## config.mk

```make
export PLATFORM = sky130hd
export DESIGN_NAME = hazard_ctrl_flat
export DESIGN_NICKNAME = d
export VERILOG_FILES = /design/src/rtl/hazard_ctrl_if.sv /design/src/rtl/hazard_ctrl.sv /design/src/flat_wrapper.sv
export SDC_FILE = /design/constraint.sdc
export NUM_CORES = 1
export LEC_CHECK = 0
export ABC_AREA = 1
export CORE_MARGIN = 2
export CORE_UTILIZATION = 32
export CTS_BUF_LIST = sky130_fd_sc_hd__clkbuf_4 sky130_fd_sc_hd__clkbuf_8 sky130_fd_sc_hd__clkbuf_16
export CTS_CLUSTER_SIZE = 10
export DETAILED_ROUTE_END_ITERATION = 10
export PLACE_DENSITY = 0.88
export SLEW_MARGIN = 10
export SYNTH_ARGS = -nofsm -noshare
export SYNTH_HDL_FRONTEND = slang
export SYNTH_SLANG_ARGS = --single-unit
export TNS_END_PERCENT = 20
```

## constraint.sdc

```tcl
create_clock -name clk -period 4 [get_ports clk]
set_input_delay 0.8 -clock clk [delete_from_list [all_inputs] [get_ports clk]]
set_output_delay 0.8 -clock clk [all_outputs]
set_load 0.02 [all_outputs]
```

## src/rtl/hazard_ctrl_if.sv

```systemverilog
// Hazard-control bundle between the pipeline datapath and hazard_ctrl:
// hazard sources flow to the controller and pipeline enables flow back.
interface hazard_ctrl_if;
  logic [4:0] ifid_rs1;
  logic [4:0] ifid_rs2;
  logic       ifid_uses_rs2;
  logic       idex_memread;
  logic [4:0] idex_rd;
  logic       ex_branch_taken;
  logic       mem_busy;
  logic       pc_write;
  logic       ifid_write;
  logic       ifid_flush;
  logic       idex_bubble;
  logic       pipe_hold;

  modport master (
    output ifid_rs1, ifid_rs2, ifid_uses_rs2, idex_memread, idex_rd,
           ex_branch_taken, mem_busy,
    input  pc_write, ifid_write, ifid_flush, idex_bubble, pipe_hold
  );

  modport slave (
    input  ifid_rs1, ifid_rs2, ifid_uses_rs2, idex_memread, idex_rd,
           ex_branch_taken, mem_busy,
    output pc_write, ifid_write, ifid_flush, idex_bubble, pipe_hold
  );
endinterface

```

## src/rtl/hazard_ctrl.sv

```systemverilog
// Pipeline hazard controller: load-use stall, branch flush window, memory hold.
// Define HAZARD_PERF_EN to build the saturating stall/flush/hold counters.
module hazard_ctrl #(
  parameter int FLUSH_CYCLES = 1,
  parameter int CNT_W        = 32
) (
  input  logic             clk,
  input  logic             reset,
  hazard_ctrl_if.slave     hz,
  output logic [1:0]       state,
  output logic [CNT_W-1:0] stall_count,
  output logic [CNT_W-1:0] flush_count,
  output logic [CNT_W-1:0] hold_count
);

  typedef enum logic [1:0] {
    ST_RUN   = 2'd0,
    ST_STALL = 2'd1,
    ST_FLUSH = 2'd2,
    ST_HOLD  = 2'd3
  } action_e;

  localparam logic [1:0] FCNT_LOAD = 2'(FLUSH_CYCLES - 1);

  action_e    state_r;
  action_e    state_nxt_s;
  action_e    action_s;
  logic [1:0] fcnt_r;
  logic [1:0] fcnt_nxt_s;
  logic       load_use_s;

  // Load-use detection; register 0 is never a real producer.
  always_comb begin
    load_use_s = 1'b0;
    if (hz.idex_memread && (hz.idex_rd != 5'd0)) begin
      load_use_s = (hz.idex_rd == hz.ifid_rs1) ||
                   (hz.ifid_uses_rs2 && (hz.idex_rd == hz.ifid_rs2));
    end else begin
      load_use_s = 1'b0;
    end
  end

  // Priority action select; HOLD freezes both the flush count and state.
  always_comb begin
    action_s    = ST_RUN;
    state_nxt_s = state_r;
    fcnt_nxt_s  = fcnt_r;
    if (reset) begin
      action_s    = ST_RUN;
      state_nxt_s = ST_RUN;
      fcnt_nxt_s  = 2'd0;
    end else if (hz.mem_busy) begin
      action_s = ST_HOLD;
    end else if (hz.ex_branch_taken) begin
      action_s    = ST_FLUSH;
      state_nxt_s = ST_FLUSH;
      fcnt_nxt_s  = FCNT_LOAD;
    end else if ((state_r == ST_FLUSH) && (fcnt_r != 2'd0)) begin
      action_s    = ST_FLUSH;
      state_nxt_s = ST_FLUSH;
      fcnt_nxt_s  = fcnt_r - 2'd1;
    end else if (load_use_s) begin
      action_s    = ST_STALL;
      state_nxt_s = ST_STALL;
    end else begin
      action_s    = ST_RUN;
      state_nxt_s = ST_RUN;
    end
  end

  // Pipeline enables decoded from the same-cycle action.
  always_comb begin
    hz.pc_write    = 1'b1;
    hz.ifid_write  = 1'b1;
    hz.ifid_flush  = 1'b0;
    hz.idex_bubble = 1'b0;
    hz.pipe_hold   = 1'b0;
    case (action_s)
      ST_RUN: begin
        hz.pc_write   = 1'b1;
        hz.ifid_write = 1'b1;
      end
      ST_STALL: begin
        hz.pc_write    = 1'b0;
        hz.ifid_write  = 1'b0;
        hz.idex_bubble = 1'b1;
      end
      ST_FLUSH: begin
        hz.ifid_flush  = 1'b1;
        hz.idex_bubble = 1'b1;
      end
      ST_HOLD: begin
        hz.pc_write   = 1'b0;
        hz.ifid_write = 1'b0;
        hz.pipe_hold  = 1'b1;
      end
      default: begin
        hz.pc_write   = 1'b1;
        hz.ifid_write = 1'b1;
      end
    endcase
  end

  // Action history and flush-window counter.
  always_ff @(posedge clk) begin
    if (reset) begin
      state_r <= ST_RUN;
      fcnt_r  <= 2'd0;
    end else begin
      state_r <= state_nxt_s;
      fcnt_r  <= fcnt_nxt_s;
    end
  end

  assign state = state_r;

`ifdef HAZARD_PERF_EN
  localparam logic [CNT_W-1:0] CNT_MAX = {CNT_W{1'b1}};
  localparam logic [CNT_W-1:0] CNT_ONE = {{(CNT_W-1){1'b0}}, 1'b1};

  logic [CNT_W-1:0] stall_cnt_r;
  logic [CNT_W-1:0] flush_cnt_r;
  logic [CNT_W-1:0] hold_cnt_r;

  // Saturating per-action event counters.
  always_ff @(posedge clk) begin
    if (reset) begin
      stall_cnt_r <= {CNT_W{1'b0}};
      flush_cnt_r <= {CNT_W{1'b0}};
      hold_cnt_r  <= {CNT_W{1'b0}};
    end else begin
      if ((action_s == ST_STALL) && (stall_cnt_r != CNT_MAX)) begin
        stall_cnt_r <= stall_cnt_r + CNT_ONE;
      end
      if ((action_s == ST_FLUSH) && (flush_cnt_r != CNT_MAX)) begin
        flush_cnt_r <= flush_cnt_r + CNT_ONE;
      end
      if ((action_s == ST_HOLD) && (hold_cnt_r != CNT_MAX)) begin
        hold_cnt_r <= hold_cnt_r + CNT_ONE;
      end
    end
  end

  assign stall_count = stall_cnt_r;
  assign flush_count = flush_cnt_r;
  assign hold_count  = hold_cnt_r;
`else
  assign stall_count = {CNT_W{1'b0}};
  assign flush_count = {CNT_W{1'b0}};
  assign hold_count  = {CNT_W{1'b0}};
`endif

endmodule
```

## src/flat_wrapper.sv

```systemverilog
// flat-port wrapper written by rule: the top's interface ports become plain ports
module hazard_ctrl_flat 
#(
  parameter int FLUSH_CYCLES = 1,
  parameter int CNT_W        = 32
)
  (clk, reset, state, stall_count, flush_count, hold_count, hz_ifid_rs1, hz_ifid_rs2, hz_ifid_uses_rs2, hz_idex_memread, hz_idex_rd, hz_ex_branch_taken, hz_mem_busy, hz_pc_write, hz_ifid_write, hz_ifid_flush, hz_idex_bubble, hz_pipe_hold);
  hazard_ctrl_if hz_i ();
  input  logic clk;
  input  logic reset;
  output logic [1:0] state;
  output logic [CNT_W-1:0] stall_count;
  output logic [CNT_W-1:0] flush_count;
  output logic [CNT_W-1:0] hold_count;
  input wire logic [$bits(hz_i.ifid_rs1)-1:0] hz_ifid_rs1;
  input wire logic [$bits(hz_i.ifid_rs2)-1:0] hz_ifid_rs2;
  input wire logic [$bits(hz_i.ifid_uses_rs2)-1:0] hz_ifid_uses_rs2;
  input wire logic [$bits(hz_i.idex_memread)-1:0] hz_idex_memread;
  input wire logic [$bits(hz_i.idex_rd)-1:0] hz_idex_rd;
  input wire logic [$bits(hz_i.ex_branch_taken)-1:0] hz_ex_branch_taken;
  input wire logic [$bits(hz_i.mem_busy)-1:0] hz_mem_busy;
  output wire logic [$bits(hz_i.pc_write)-1:0] hz_pc_write;
  output wire logic [$bits(hz_i.ifid_write)-1:0] hz_ifid_write;
  output wire logic [$bits(hz_i.ifid_flush)-1:0] hz_ifid_flush;
  output wire logic [$bits(hz_i.idex_bubble)-1:0] hz_idex_bubble;
  output wire logic [$bits(hz_i.pipe_hold)-1:0] hz_pipe_hold;
  assign hz_i.ifid_rs1 = hz_ifid_rs1;
  assign hz_i.ifid_rs2 = hz_ifid_rs2;
  assign hz_i.ifid_uses_rs2 = hz_ifid_uses_rs2;
  assign hz_i.idex_memread = hz_idex_memread;
  assign hz_i.idex_rd = hz_idex_rd;
  assign hz_i.ex_branch_taken = hz_ex_branch_taken;
  assign hz_i.mem_busy = hz_mem_busy;
  assign hz_pc_write = hz_i.pc_write;
  assign hz_ifid_write = hz_i.ifid_write;
  assign hz_ifid_flush = hz_i.ifid_flush;
  assign hz_idex_bubble = hz_i.idex_bubble;
  assign hz_pipe_hold = hz_i.pipe_hold;
  hazard_ctrl #(.FLUSH_CYCLES(FLUSH_CYCLES), .CNT_W(CNT_W)) u_core (.clk(clk), .reset(reset), .hz(hz_i), .state(state), .stall_count(stall_count), .flush_count(flush_count), .hold_count(hold_count));
endmodule
```

==> reports/metrics.csv, run 1 <==
metric,value,unit
cts_root_buf,clkbuf_8,
grt_pass1_vias,550,
hold_start,u_core.fcnt_r[1],
cpPeakStageDelay,0.59,ns
reg2reg_setup_slack,2.86,ns
synthTopCellsByArea,"buf_4 (61%), nand2_1 (9.1%), dfxtp_1 (6.7%), inv_1 (5.3%), ha_1 (3.1%)",
rsz0062_at_grt,false,
postRouteAntennaNets,0,
worstSkewPairLatency,0.21,ns
timing.final.crit_share,93.8,%
dieArea,0.00426,mm²
synth_top_cell_by_area,buf_4,
antenna_found_initial,0,
reg2reg_depth,7,
stdcell_count,262,
overflow,0,
clock_power_share,30.0,%
worstSetupStartpoint,hz_idex_rd[0],
routed_wirelength,1650,µm
die_h,65.3,µm
grt_pass1_wl,2190,µm
worstPathArrival,2.95,ns
hold_slack,0.455,ns
drc_errors,0,
end_kind,output port,
viasPerCell,3.15,
worst_slack,0.248,ns
worstPathRequired,3.20,ns
layout_common_cells,"conb_1 (96), nand2_1 (29), clkdlybuf4s50_1 (27)",
synth_ff_type,dfxtp_1,
vias,825,
cts_tree,yes,
start_util,33.1,%
vdd_drop_max,0.0716,mV
switching_share,48.0,%
max_freq,267,MHz
status,completed,
final_common_cell,conb_1,
pwr-share-seq,15.7,%
cp_cell_sequence,"clkdlybuf4s50_1, inv_2, nand2_1, nand2_1, nor2_1, nand3_1, nand2_2, nand2_2, a21oi_4, inv_1, ha_1, inv_1, clkdlybuf4s50_1",
slew_viol_final,0,
placed_cells,259,
synth_top_area_share,60.6,%
p_int,144,µW
core_area,0.00363,mm²
fin_setup_tns,0,ns
switching_power,133,µW
avgSynthCellArea,6.46,µm²
cts.path.max_buffers,2,
yosys_warnings,0,
track_usage,6.89,%
hold_depth,2,
r2r-start,u_core.fcnt_r[0],
dp_slack,0.214,ns
clk_pin_slew,0.03,ns
post_route_cells_drive_above_1_share,7.94,%
ys_types,17,
final-hold-violation-count,0,
fin_skew,0.0000734,ns
async_reset_ff_share,0,%
start_kind,primary input,
finalCriticalPeriod,3.75,ns
p_leak,0.736,nW
antenna_cells,0,
wl_per_cell,6.28,µm
drtIter0Drc,14,
post-cts-setup-buffers,0,
rr_endpoint,u_core.fcnt_r[0],
critPathCapture,hz_idex_bubble,
p_comb_share,54.2,%
portBuffers,27,
grt_max_degree,5,
num_io_pins,124,
cp_slowest_cell,clkdlybuf4s50_1,
nNetsFinal,240,
path_max_fanout,4,
numCtsBuffers,3,
dpl_cell_area,0.00116,mm²
setup_violations,0,
clock-sinks,4,
hold_buffers,0,
worstHoldPathType,reg2reg,
cap_viol_max_count,0,
synth-seq-area-share,6.67,%
stdcell_area,0.00120,mm²
p_per_area,230,mW/mm²
synth-seq-cells,4,
critPathKind,in2out,
synth_edf_count,0,
rows,22,
syn2layout_area_growth,-0.000167,%
synthCells,186,
firstDrtPassIters,4,
hpwlAfterDp,1530,µm
die_x,65.3,µm
htreeDepth,1,
gp_congestion,0.721,
synth.cell_area,0.00120,mm²
ctsResizeCount,0,
[flip-flops by register name (all words and copies together), names as in the netlist]
name	count
u_core.state	2
u_core.fcnt_r	2
[logic make-up after synthesis]
group	count (synthesis)	synth area share (%)
flops	4	6.67
buf+inv	122	68.4
compound gates	9	4.90
other cells	1	0.312
simple gates	46	15.8
fa+ha+maj	3	3.13
xor+xnor	1	0.729
[power by group through the flow]
stage	clock network, mW	registers [mW]	logic, mW
4_1_cts	0.0856	0.0436	0.149
2_1_floorplan	0	0.0450	0.184
3_3_place_gp	0	0.0440	0.147
5_1_grt	0.0875	0.0439	0.164
3_5_place_dp	0	0.0441	0.149
6_report	0.0830	0.0435	0.150
[cell type report]
type                            instances  area (µm²)
Inverter                               25        93.8
Timing Repair Buffer                   27         270
Sequential cell                         4        80.1
Tap cell                               48        60.1
Fill cell                             388        2430
Multi-Input combinational cell        155         656
Clock buffer                            3        41.3
[cells in the mapped netlist, types with 2 or more instances]
cell / n
a21oi_1: 4
buf_4: 97
nand2_2: 4
ha_1: 3
nand2_1: 29
nand3_1: 4
nor2_1: 8
inv_1: 17
dfxtp_1: 4
inv_2: 8
o21ai_1: 2
[routing by layer]
layer  wire, µm  global-route usage, %  vias up
met5          0                      0        -
met4         51                   6.25        0
met2        800                   11.7       70
met1        491                   6.43      335
li1           -                      -      415
met3        301                   2.40        5
[worst min path at each step]
| stage | to | slack (ns) |
|---|---|---|
| final | u_core.fcnt_r[1] | 0.45 |
| after global routing | u_core.fcnt_r[1] | 0.49 |
| after CTS | u_core.fcnt_r[1] | 0.46 |
| after detailed placement | u_core.fcnt_r[1] | 0.45 |
| after global placement | u_core.fcnt_r[1] | 0.44 |
| after floorplan | u_core.fcnt_r[1] | 0.43 |
[metrics by stage]
| step | utilization [%] | power [mW] |
|---|---|---|
| 6_report | 33.1 | 0.276 |
| 5_1_grt | 33.1 | 0.295 |
| 4_1_cts | 33.1 | 0.278 |
| 3_5_place_dp | 31.9 | 0.193 |
| 3_3_place_gp | 31.9 | 0.191 |
| 2_1_floorplan | - | 0.229 |
[critical path, delay by kind of cell]
family                     cells  cell delay (ns)
adders and majority gates      1             0.28
buffers and inverters          5             1.29
and+or+nand+nor                6             0.44
AOI/OAI and AO/OA              1             0.14
(Power assumes the default switching activity.)
==> inputs of run 2 (changes only) <==
--- a/config.mk
+++ b/config.mk
@@ -11,6 +11,7 @@
 export CTS_BUF_LIST = sky130_fd_sc_hd__clkbuf_4 sky130_fd_sc_hd__clkbuf_8 sky130_fd_sc_hd__clkbuf_16
 export CTS_CLUSTER_SIZE = 10
 export DETAILED_ROUTE_END_ITERATION = 10
+export GPL_TIMING_DRIVEN = 0
 export PLACE_DENSITY = 0.88
 export SLEW_MARGIN = 10
 export SYNTH_ARGS = -nofsm -noshare
==> run 2 against run 1 <==
  * First-iteration DRC count grew 110%
  * Critical endpoint unchanged
  * Non-clock buffer count increased by 97
  * Sequential power is essentially flat
  * Global-route usage is 2.8 points higher
  * Largest cell class is now non-clock buffers
  * Combinational power is 51% higher
  * Worst setup slack improved by 0.0087 ns
  * Fmax is 0.23% higher
  * Clock skew increased by 0.0044 ns
  * Utilization grew 20 points
  * Power rose by 29%
==> reports/metrics.csv, run 2 (same netlist as run 1, synthesis figures left out) <==
metric,value,unit,change
p_total,356,µW,+29%
start_util,33.1,%,unchanged
fin_skew,0.00443,ns,+0.00435 ns
gp_congestion,0.719,,-0.35%
core_area,0.00363,mm²,unchanged
pwr-share-seq,12.3,%,-3.4 points
viasPerCell,3.08,,-2.3%
worstSkewPairLatency,0.22,ns,about the same
dieArea,0.00426,mm²,unchanged
finalCriticalPeriod,3.74,ns,-0.00871 ns
antenna_found_initial,0,,unchanged
status,completed,,
rsz0062_at_grt,false,,
clock-sinks,4,,unchanged
routed_wirelength,2310,µm,+40%
drtIter0Drc,30,,+16
final_util,53.1,%,+20 points
crit_buf_inv,5,,unchanged
p_per_area,185,mW/mm²,-20%
die_h,65.3,µm,unchanged
worstPathRequired,3.20,ns,about the same
clk_pin_slew,0.03,ns,about the same
fin_setup_tns,0,ns,unchanged
overflow,0,,unchanged
layout_common_cells,"buf_4 (97), conb_1 (96), nand2_1 (29)",,
hold_path_end,u_core.state[1],,
syn2layout_area_growth,60.6,%,
hold_start,u_core.state[1],,
post-cts-setup-buffers,0,,unchanged
cts_root_buf,clkbuf_8,,
cts.path.max_buffers,2,,unchanged
end_kind,output port,,
rr_endpoint,u_core.fcnt_r[0],,
hpwlAfterDp,2240,µm,+46%
ctsResizeCount,0,,unchanged
hold_depth,2,,unchanged
switching_share,41.8,%,-6.2 points
worstPathArrival,2.94,ns,about the same
htreeDepth,1,,unchanged
path_max_fanout,3,,-1
final_common_cell,buf_4,,
grt_pass1_wl,3260,µm,+48%
track_usage,9.65,%,+2.8 points
reg2reg_setup_slack,2.85,ns,about the same
hold_buffers,0,,unchanged
post_route_cells_drive_above_1_share,36.7,%,+29 points
nNetsFinal,337,,+40%
p_leak,1.26,nW,+72%
max_freq,267,MHz,+0.23%
grt_pass1_vias,889,,+62%
cp_cell_sequence,"clkdlybuf4s50_1, inv_2, nand2_1, nand2_1, nor2_1, nand3_1, nand2_2, nand2_2, a21oi_4, inv_1, ha_1, inv_1, clkdlybuf4s50_1",,
drc_errors,0,,unchanged
wl_per_cell,6.43,µm,+2.4%
start_kind,primary input,,
stdcell_count,359,,+37%
cpPeakStageDelay,0.59,ns,about the same
clock_power_share,24.1,%,-5.9 points
die_x,65.3,µm,unchanged
postRouteAntennaNets,0,,unchanged
num_io_pins,124,,unchanged
critPathKind,in2out,,
p_comb_share,63.6,%,+9.4 points
cap_viol_max_count,0,,unchanged
slew_viol_final,0,,unchanged
cts_tree,yes,,
vdd_drop_max,0.0686,mV,-4.3%
rows,22,,unchanged
r2r-start,u_core.fcnt_r[0],,
switching_power,149,µW,+12%
cp_top_family,buffers and inverters,,
p_int,207,µW,+44%
grt_max_degree,5,,unchanged
timing.final.crit_share,93.6,%,-0.22 points
numCtsBuffers,3,,unchanged
worstHoldPathType,reg2reg,,
antenna_cells,0,,unchanged
vias,1105,,+34%
final-hold-violation-count,0,,unchanged
cp_slowest_cell,clkdlybuf4s50_1,,
firstDrtPassIters,6,,+2
reg2reg_depth,7,,unchanged
placed_cells,356,,+37%
setup_violations,0,,unchanged
portBuffers,27,,unchanged
-- run 2: changes by cell type in the layout (fill, tap and decap cells not counted), sizes merged --
| cell | previous run | this run |
|---|---|---|
| buf | 0 | 97 |
-- run 2: worst max-delay path by stage --
| stage | startpoint | depth (start not counted) | slack (ns) | end |
|---|---|---|---|---|
| floorplan | hz_idex_rd[3] | 11 | 1.39 | hz_idex_bubble |
| global placement | hz_idex_rd[4] | 13 | 0.26 | hz_idex_bubble |
| detailed placement | hz_idex_rd[0] | 13 | 0.23 | hz_idex_bubble |
| CTS | hz_idex_rd[0] | 13 | 0.22 | hz_idex_bubble |
| global route | hz_idex_rd[0] | 13 | 0.12 | hz_idex_bubble |
| finish | hz_idex_rd[4] | 13 | 0.26 | hz_idex_bubble |
-- run 2: layout make-up --
class	instances	area [µm²]
plain buffers	97	728
fillers	367	1700
well taps	48	60.1
multi-input cells	155	656
inverters	25	93.8
repair buffers	27	270
clock buffers	3	41.3
flip-flops and latches	4	80.1
-- run 2: power groups by stage --
| stage | clock network [mW] | registers (mW) | logic, mW |
|---|---|---|---|
| 3_5_place_dp | 0 | 0.0442 | 0.222 |
| 3_3_place_gp | 0 | 0.0440 | 0.220 |
| 6_report | 0.0858 | 0.0436 | 0.227 |
| 2_1_floorplan | 0 | 0.0450 | 0.184 |
| 4_1_cts | 0.0885 | 0.0437 | 0.223 |
| 5_1_grt | 0.0934 | 0.0438 | 0.244 |
-- run 2: through the flow --
step	worst slack [ns]	hold slack (ns)	instance area (µm²)
2_1_floorplan	1.39	0.433	1560
4_1_cts	0.223	0.458	1930
3_5_place_dp	0.230	0.454	1890
3_3_place_gp	0.258	0.446	1890
6_report	0.257	0.458	1930
5_1_grt	0.120	0.478	1930
-- run 2: worst reg2reg max path: stages (launching register included) --
cell and delay (ns):
dfxtp_1 0.30, inv_1 0.06, ha_1 0.20, inv_2 0.04, nand2_1 0.05, nand2_2 0.08
nand2_1 0.10, a211oi_1 0.24
-- run 2: per-layer routing --
layer / track usage (%) / share of wire [%] / vias to the layer above
met4: 5.21 / 0.56 / 0
met1: 7.77 / 31 / 426
met3: 2.57 / 14 / 2
met5: 0 / 0 / -
li1: - / - / 608
met2: 20.3 / 54 / 69
==> inputs of run 3 (changes only) <==
--- a/config.mk
+++ b/config.mk
@@ -12,6 +12,7 @@
 export CTS_CLUSTER_SIZE = 10
 export DETAILED_ROUTE_END_ITERATION = 10
 export GPL_TIMING_DRIVEN = 0
+export HOLD_SLACK_MARGIN = 0.06
 export PLACE_DENSITY = 0.88
 export SLEW_MARGIN = 10
 export SYNTH_ARGS = -nofsm -noshare
==> results of run 3 <==
No change in the layout: final DEF, timing and power equal those of run 2.
